==> src/rtl/chacha_pkg.sv <==
// Shared types for the chacha stream sequencer: FSM state encoding and default byte counts.
// Latency: n/a (types and constants only).
// Backpressure: n/a.
package chacha_pkg;

    typedef enum logic [2:0] {
        IDLE,
        LD_KEY,
        LD_NNC,
        LD_CTR,
        WAIT_BLK,
        STREAM
    } seq_state_t;

    localparam int KEY_BYTES_DEF   = 32;
    localparam int NONCE_BYTES_DEF = 8;
    localparam int CTR_BYTES_DEF   = 8;
    localparam int BLK_BYTES_DEF   = 64;

    // Index register width able to count 0 .. max_count-1.
    function automatic int idx_width(input int max_count);
        return (max_count > 1) ? $clog2(max_count) : 1;
    endfunction

endpackage

==> src/rtl/chacha_xor_stage.sv <==
// One-entry ciphertext register: ct = pt ^ keystream, with pt/ct valid-ready.
// Latency: 1 cycle from accepted pt byte to ct_valid.
// Backpressure: in_ready = !ct_valid | ct_ready, so full throughput while ct_ready stays high.
module chacha_xor_stage (
    input  logic       clk,
    input  logic       rst,
    input  logic       flush,
    input  logic       load,
    input  logic [7:0] pt_data,
    input  logic [7:0] ks_data,
    output logic       in_ready,
    output logic [7:0] ct_data,
    output logic       ct_valid,
    input  logic       ct_ready
);

    assign in_ready = ~ct_valid | ct_ready;

    always_ff @(posedge clk) begin
        if (rst) begin
            ct_data  <= 8'h00;
            ct_valid <= 1'b0;
        end else if (flush) begin
            ct_valid <= 1'b0;
        end else if (load) begin
            ct_data  <= pt_data ^ ks_data;
            ct_valid <= 1'b1;
        end else if (ct_ready) begin
            ct_valid <= 1'b0;
        end
    end

endmodule

==> src/rtl/chacha_stream_seq.sv <==
// Sequencer: loads key/nonce, writes block counter, then XORs 64 keystream bytes per block onto plaintext.
// Latency: pt->ct 1 cycle at 1 byte/cycle; optional CHACHA_STREAM_SEQ_SEEK_EN adds ctr_init seek input.
// Backpressure: cfg_valid low stalls loading; ct_ready low stalls pt_ready and core keystream reads.
module chacha_stream_seq
    import chacha_pkg::*;
#(
    parameter int KEY_BYTES   = KEY_BYTES_DEF,
    parameter int NONCE_BYTES = NONCE_BYTES_DEF,
    parameter int CTR_BYTES   = CTR_BYTES_DEF,
    parameter int BLK_BYTES   = BLK_BYTES_DEF
) (
    input  logic       clk,
    input  logic       rst,
    input  logic       cmd_load,
    input  logic [7:0] cfg_data,
    input  logic       cfg_valid,
    output logic       cfg_ready,
    input  logic [7:0] pt_data,
    input  logic       pt_valid,
    output logic       pt_ready,
    output logic [7:0] ct_data,
    output logic       ct_valid,
    input  logic       ct_ready,
    output logic       busy,
    output logic       ctr_wrap,
    output logic       core_wr_key,
    output logic       core_wr_nnc,
    output logic       core_wr_ctr,
    output logic       core_rd_blk,
    output logic [7:0] core_din,
    input  logic [7:0] core_dout,
    input  logic       core_ready
`ifdef CHACHA_STREAM_SEQ_SEEK_EN
    ,
    input  logic [8*CTR_BYTES-1:0] ctr_init
`endif
);

    localparam int CW      = 8 * CTR_BYTES;
    localparam int MAX_A   = (KEY_BYTES > NONCE_BYTES) ? KEY_BYTES : NONCE_BYTES;
    localparam int MAX_B   = (CTR_BYTES > BLK_BYTES) ? CTR_BYTES : BLK_BYTES;
    localparam int MAX_CNT = (MAX_A > MAX_B) ? MAX_A : MAX_B;
    localparam int IW      = idx_width(MAX_CNT);

    localparam logic [IW-1:0] KEY_LAST = IW'(KEY_BYTES - 1);
    localparam logic [IW-1:0] NNC_LAST = IW'(NONCE_BYTES - 1);
    localparam logic [IW-1:0] CTR_LAST = IW'(CTR_BYTES - 1);
    localparam logic [IW-1:0] BLK_LAST = IW'(BLK_BYTES - 1);

    seq_state_t    state;
    logic [IW-1:0] idx;
    logic [CW-1:0] ctr;
    logic [CW-1:0] ctr_start;
    logic [7:0]    ctr_byte;
    logic          stage_rdy;
    logic          cfg_fire;
    logic          pt_fire;

`ifdef CHACHA_STREAM_SEQ_SEEK_EN
    assign ctr_start = ctr_init;
`else
    assign ctr_start = '0;
`endif

    // A cmd_load in the same cycle aborts, so any concurrent cfg/pt transfer is dropped.
    assign cfg_fire    = cfg_valid & cfg_ready & ~cmd_load;
    assign pt_ready    = (state == STREAM) & stage_rdy;
    assign pt_fire     = pt_valid & pt_ready & ~cmd_load;

    assign core_wr_key = cfg_fire & (state == LD_KEY);
    assign core_wr_nnc = cfg_fire & (state == LD_NNC);
    assign core_wr_ctr = (state == LD_CTR) & ~cmd_load;
    assign core_rd_blk = pt_fire;

    always_comb begin
        ctr_byte = 8'h00;
        for (int i = 0; i < CTR_BYTES; i++) begin
            if (idx == IW'(i)) ctr_byte = ctr[i*8 +: 8];
        end
    end

    always_comb begin
        core_din = 8'h00;
        if (cfg_fire)         core_din = cfg_data;
        else if (core_wr_ctr) core_din = ctr_byte;
    end

    always_ff @(posedge clk) begin
        if (rst) begin
            state     <= IDLE;
            idx       <= '0;
            ctr       <= '0;
            ctr_wrap  <= 1'b0;
            busy      <= 1'b0;
            cfg_ready <= 1'b0;
        end else if (cmd_load) begin
            state     <= LD_KEY;
            idx       <= '0;
            ctr       <= ctr_start;
            ctr_wrap  <= 1'b0;
            busy      <= 1'b1;
            cfg_ready <= 1'b1;
        end else begin
            case (state)
                LD_KEY: if (cfg_valid) begin
                    if (idx == KEY_LAST) begin
                        idx   <= '0;
                        state <= LD_NNC;
                    end else begin
                        idx <= idx + 1'b1;
                    end
                end
                LD_NNC: if (cfg_valid) begin
                    if (idx == NNC_LAST) begin
                        idx       <= '0;
                        state     <= LD_CTR;
                        cfg_ready <= 1'b0;
                    end else begin
                        idx <= idx + 1'b1;
                    end
                end
                LD_CTR: begin
                    if (idx == CTR_LAST) begin
                        idx   <= '0;
                        state <= WAIT_BLK;
                    end else begin
                        idx <= idx + 1'b1;
                    end
                end
                WAIT_BLK: if (core_ready) state <= STREAM;
                STREAM: if (pt_fire) begin
                    if (idx == BLK_LAST) begin
                        idx   <= '0;
                        ctr   <= ctr + 1'b1;
                        state <= LD_CTR;
                        if (&ctr) ctr_wrap <= 1'b1;
                    end else begin
                        idx <= idx + 1'b1;
                    end
                end
                default: ;
            endcase
        end
    end

    chacha_xor_stage u_xor (
        .clk      (clk),
        .rst      (rst),
        .flush    (cmd_load),
        .load     (pt_fire),
        .pt_data  (pt_data),
        .ks_data  (core_dout),
        .in_ready (stage_rdy),
        .ct_data  (ct_data),
        .ct_valid (ct_valid),
        .ct_ready (ct_ready)
    );

    strobe_onehot : assert property (@(posedge clk) disable iff (rst)
        $onehot0({core_wr_key, core_wr_nnc, core_wr_ctr, core_rd_blk}));

endmodule

==> config.mk <==
export PLATFORM = sky130hd
export DESIGN_NAME = chacha_stream_seq
export DESIGN_NICKNAME = d
export VERILOG_FILES = /design/src/rtl/chacha_pkg.sv /design/src/rtl/chacha_xor_stage.sv /design/src/rtl/chacha_stream_seq.sv
export SDC_FILE = /design/constraint.sdc
export NUM_CORES = 1
export LEC_CHECK = 0
export ABC_AREA = 1
export ABC_CLOCK_PERIOD_IN_PS = 2600
export CORE_UTILIZATION = 59
export DETAILED_ROUTE_END_ITERATION = 12
export MAX_ROUTING_LAYER = met4
export PLACE_DENSITY = 0.88
export SETUP_SLACK_MARGIN = 0.05
export SYNTH_ARGS = -nofsm -noshare
export SYNTH_HDL_FRONTEND = slang
export SYNTH_SLANG_ARGS = --single-unit
==> constraint.sdc <==
create_clock -name clk -period 2.6 [get_ports clk]
set_input_delay 0.52 -clock clk [delete_from_list [all_inputs] [get_ports clk]]
set_output_delay 0.52 -clock clk [all_outputs]
set_load 0.02 [all_outputs]
# Word-level counts from Yosys, hierarchy flattened
# Cells that the tools add are included.
[word_totals] register_bits=85
[op_classes] mux=33 n_reduce_logical=16 addsub=2 n_bitwise=12 n_eq_ne=30
[op_table] operator="$mux W8" n=10
[op_table] operator="$reduce_and A67 Y1" n=1
[op_table] operator="$add A64 B1 Y64 const B" n=1
[op_table] operator="$mux W6" n=6
[op_table] operator="$eq A6 B3 Y1 const B" n=4
[op_table] operator="$mux W3" n=8
[op_table] operator="$pmux W6 S4" n=1
[op_table] operator="$reduce_and A9 Y1" n=2
[op_table] operator="$pmux W3 S5" n=1
[op_table] operator="$eq A6 B2 Y1 const B" n=2
[op_table] operator="$ne A3 B2 Y1 const B" n=4
[op_table] operator="$ne A3 B3 Y1 const B" n=4
[op_table] operator="$and A1 B1 Y1" n=8
[op_table] operator="$ne A2 B1 Y1 const B" n=4
[op_table] operator="$ne A2 B2 Y1 const B" n=4
[op_table] operator="$reduce_bool A2 Y1" n=4
[op_table] operator="$xor A8 B8 Y8" n=1
[op_table] operator="$mux W1" n=7
[op_table] operator="$add A6 B1 Y6 const B" n=1
[op_table] operator="$eq A3 B2 Y1 const B" n=2
[op_table] operator="$eq A3 B3 Y1 const B" n=2
[op_table] operator="$eq A6 B1 Y1 const B" n=1
[op_table] operator="$eq A6 B5 Y1 const B" n=1
[op_table] operator="$eq A6 B6 Y1 const B" n=1
[op_table] operator="11 further kinds" n=13

# Depth between registers and ports, before layout
[logic_depth] depth_word=11 ltp_mapped=13 mapped_depth_nobuf=13

# Cells and area by module
# From an unflattened synthesis, not the netlist that was laid out.
[unflattened] hier_cells=1067 hier_area_um2=6236.0
[by_module_without_submodules] module="chacha_stream_seq" instances=1 area_each_um2=5705.5 cells_per_inst=969
[by_module_without_submodules] module="chacha_xor_stage" instances=1 area_each_um2=530.5 cells_per_inst=98

# Worst setup path after synthesis
# OpenSTA, ideal clock, no wires.
[synth_timing] kind="register to output" from="register idx[0]" to="output core_din[6]" slack_ns=0.471 t_arrival_ns=1.609 path_stages_with_launch=12 t_required_ns=2.080 path_cell_list="dfxtp_1 -> inv_1 -> ha_1 -> nand3_1 -> clkbuf_1 -> nand3_1 -> nand2_1 -> nand3_1 -> o21ai_0 -> nand2_1 -> nand2_1 -> nand2_1"
[synth_via] elab_chain_len=11 elab_cells_between_ends=18 classes_between="eq/ne (7); mux (10); reduce/logical (1)"
[synth_rtl] element="start, declared" line="chacha_stream_seq.sv:51" text="logic [IW-1:0] idx;"
[synth_rtl] element="start signal, assigned" line="chacha_stream_seq.sv:110" text="idx <= idx + 1'b1;"
[synth_rtl] element="start signal, assigned" line="chacha_stream_seq.sv:119" text="idx <= idx + 1'b1;"
[synth_rtl] element="start signal, assigned" line="chacha_stream_seq.sv:127" text="idx <= idx + 1'b1;"
[synth_rtl] element="$logic_not A6 Y1" line="chacha_stream_seq.sv:78" text="if (idx == IW'(i)) ctr_byte = ctr[i*8 +: 8];"
[synth_rtl] element="$mux W8 (7 in series)" line="chacha_stream_seq.sv:78"
[synth_rtl] element="$mux W8 *" line="chacha_stream_seq.sv:78"
[synth_rtl] element="$mux W8 *" line="chacha_stream_seq.sv:85" text="else if (core_wr_ctr) core_din = ctr_byte;"
[synth_rtl] element="$mux W8 *" line="chacha_stream_seq.sv:84" text="if (cfg_fire) core_din = cfg_data;"
[synth_rtl] element="end, declared" line="chacha_stream_seq.sv:30" text="output logic [7:0] core_din,"
# Mark *: on every way between the ends. The rest lies on a longest branch, timed or not.

# Final worst setup path
[layout_timing] from="register idx[4]" to="output core_din[4]"
# The elaborated chain is that of the path after synthesis.

==> flow_summary_export.csv <==
group,metric,value,unit
run_status,status,"complete, but fails checks",
run_status,violations,"negative setup slack",
drt,ant_nets,0,
floorplanning,die_x,104,µm
synthesis,synth_ff_type,"dfxtp_1",
critical_path,crit_path_max_incr_delay,0.34,ns
clocking,cts_sinks,85,
placed_design,postPlaceCellArea,0.00711,mm²
power,seq_power_share,0.471,
critical_path,worstPathCellList,"nor2_4 -> nand2_4 -> nor2_4 -> nand3_2 -> o211ai_1 -> nand3_1 -> nand3_1 -> nand2_1 -> nand2_1 -> nand2_1 -> nand2_1 -> buf_6",
critical_path,path_common_cell,"nand2_1",
floorplanning,core,0.00991,mm²
sta,skew,0.00877,ns
power,peakVddDrop,0.310,mV
critical_path,critPathRequiredTime,2.08,ns
synthesis,netlist.area_leader.share,0.277,
drt,dr.pass1.iters,6,
power,power_leakage,0.00293,µW
finish,final_area,0.00785,mm²
drt,vias,7679,
critical_path,worstPathArrival,2.30,ns
power,pwr-share-clk,0.410,
finish,drive_above_1_share,0.151,
synthesis,yosysWarningCount,0,
global_route,grt_pass1_vias,7025,
floorplanning,fp-row-count,36,
hold_path,min_path_type,"flop to flop",
synthesis,synth_top_area_cell,"dfxtp_1",
sta,max_freq,355,MHz
synthesis,synth_edf_count,0,
synthesis,yosysMostFrequentCell,"nand2_1",
synthesis,synthTopCellsByArea,"dfxtp_1 (28%), nand2_1 (20%), a21oi_1 (8.5%), nor2_1 (7.6%), inv_1 (7.2%)",
critical_path,cp-start-kind,"flop",
finish,layout.nets,1184,
finish,area_growth,28.0,%
placed_design,io_buffers,55,
critical_path,crit_buf_inv,1,
clocking,htreeDepth,3,
synthesis,syn-cell-area,0.00613,mm²
synthesis,async_flop_share,0,
clocking,clk_latency,0.38,ns
sta,tightestPinTransition,0.629,ns
sta,min_period,2.82,ns
floorplanning,initial_core_util,0.619,
drt,routed_wl,23000,µm
synthesis,ys_seq_elements,85,
clocking,clk_pin_slew_worst_paths,0.09,ns
placed_design,place.detailed.hpwl,16600,µm
floorplanning,die_h,104,µm
clocking,cts_tree,"built",
sta,slew_violations,0,
critical_path,path_max_fanout,7,
global_route,grt_pass1_wl,35100,µm
critical_path,path_class,"flop to output port",
global_route,antenna_found_initial,0,
power,internal_power,2060,µW
floorplanning,die-area,0.0108,mm²
global_route,grt_usage,0.423,
power,p_sw_frac,0.263,
power,p_switching,736,µW
synthesis,synthTopCellsByCount,"nand2_1 (326), nor2_1 (124), inv_1 (117), a21oi_1 (104), dfxtp_1 (85)",
clocking,cts-buffers-inserted,9,
sta,grt_setup_unrepaired,"yes",
drt,drc,0,
sta,hold_violations,0,
synthesis,ys_seq_area_frac,0.277,
clocking,clock_path_buffers,2,
finish,insertedDiodeCount,0,
critical_path,cp-end-kind,"output port",
run,cap_viol_max_count,0,
synthesis,syn_area_per_cell,5.88,µm²
sta,min_period_over_period,1.08,
drt,avgRoutedWirePerCell,17.9,µm
sta,finalSetupTns,-1.17,ns
critical_path,crit_family,"simple AND/OR/NAND/NOR gates",
synthesis,synth.distinct_cells,36,
power,combPwrFrac,0.119,
global_route,grt_start_max_net_pins,50,
sta,max-slew-margin-rel,0.578,
sta,setup_viol,8,
critical_path,cpMaxStageDelayCell,"dfxtp_2",
global_route,overflow,0,
sta,finalWorstSetupSlack,-0.216,ns
power,power.density,356,mW/mm²
clocking,cts-root-buf,"clkbuf_8",
synthesis,synthesis.nets,1079,
synthesis,netlist_instances,1043,
drt,viasPerCell,5.97,
floorplanning,ios,56,
drt,first_iter_violations,860,
placed_design,place_congestion,1.05,
==> worst reg2reg max path, delay by kind of cell, from the launching register on <==
kind	cells	cell delay (ns)
compound gates	1	0.16
flops	1	0.48
buf+inv	1	0.14
fa+ha+maj	1	0.24
simple gates	5	1.18
xor+xnor	1	0.19
==> stage by stage <==
stage               power, µW   util  setup WS, ns  hold slack [ns]  instances
detailed placement       1600  0.717        -0.171            0.451       1250
CTS                      2750  0.777       -0.0821            0.463       1279
finish                   2800  0.792        -0.216            0.463       1286
global placement         1600  0.717        -0.124            0.440       1250
global route             2850  0.792        -0.275            0.482       1286
floorplan                1470      -         0.471            0.451       1043
==> layout make-up <==
cell class	count	area (µm²)
Tap cell	133	166
Clock buffer	11	151
Multi-Input combinational cell	806	4090
Clock inverter	5	81.3
Fill cell	729	2060
Sequential cell	85	1710
Inverter	126	478
Timing Repair Buffer	120	1160
==> placed cells by master, fill, tap and decap left out, types with 4 or more instances in the layout <==
| cell type | synthesis | layout |
|---|---|---|
| nand3_2 | 1 | 15 |
| dfxtp_1 | 85 | 79 |
| o211ai_1 | 5 | 5 |
| buf_4 | 0 | 50 |
| clkbuf_8 | 0 | 11 |
| nand4_1 | 24 | 24 |
| nand3_1 | 81 | 65 |
| nor2_4 | 4 | 9 |
| o21ai_0 | 21 | 19 |
| nor2_2 | 7 | 8 |
| nand2_4 | 0 | 4 |
| nor3_2 | 8 | 8 |
| nor3_1 | 31 | 31 |
| nand2_2 | 2 | 9 |
| inv_2 | 7 | 10 |
| xor2_1 | 40 | 40 |
| nor2_1 | 124 | 118 |
| buf_6 | 1 | 18 |
| inv_1 | 117 | 112 |
| a21oi_1 | 104 | 102 |
| clkdlybuf4s50_1 | 0 | 43 |
| ha_4 | 0 | 4 |
| dfxtp_2 | 0 | 4 |
| nand2_1 | 326 | 315 |
==> metal layers <==
metal | up-vias | global-route usage | part of all wire
met5 | - | - | 0
met1 | 3428 | 0.508 | 0.38
met3 | 136 | 0.0664 | 0.11
li1 | 3562 | - | -
met2 | 553 | 0.667 | 0.45
met4 | 0 | 0.256 | 0.069
==> state kept, by name, summed over array words and instances, names as in the netlist <==
| name | flops |
|---|---|
| busy | 1 |
| idx | 6 |
| u_xor.ct_data | 8 |
| cfg_ready | 1 |
| ctr | 64 |
| state | 3 |
| u_xor.ct_valid | 1 |
| ctr_wrap | 1 |
==> repair_timing <==
item	in CTS	in global routing
cloned	2	0
hold buffers	0	0
pin swaps	23	30
resized for setup	110	30
setup endpoints to repair	11	9
buffers inserted	12	8
==> power groups by stage <==
stage	clock network [µW]	registers, µW	logic (µW)
final	1150	1320	333
after global routing	1180	1320	352
after CTS	1130	1320	301
after detailed placement	0	1350	253
after global placement	0	1350	249
after floorplan	0	1350	124
==> kinds of logic after synthesis <==
| group | synth area share |
|---|---|
| AO/OA/AOI/OAI | 0.121 |
| AND/OR/NAND/NOR | 0.435 |
| flip-flops | 0.277 |
| XOR/XNOR | 0.0600 |
| adder cells (fa/ha/maj) | 0.0102 |
| buffers and inverters | 0.0961 |
==> worst paths after layout <==
path | from | end | slack, ns | cells past startpoint
worst min-delay path | ctr_wrap$_SDFFE_PP0P_ | ctr_wrap$_SDFFE_PP0P_ | 0.46 | 2
worst max-delay path | idx[4]$_SDFFE_PP0P_ | core_din[4] | -0.22 | 12
worst max register to register | ctr[0]$_SDFFE_PP0P_ | ctr[56]$_SDFFE_PP0P_ | 0.14 | 9
worst min register to register | ctr_wrap$_SDFFE_PP0P_ | ctr_wrap$_SDFFE_PP0P_ | 0.46 | 2
Power figures use the tool's default switching activity.
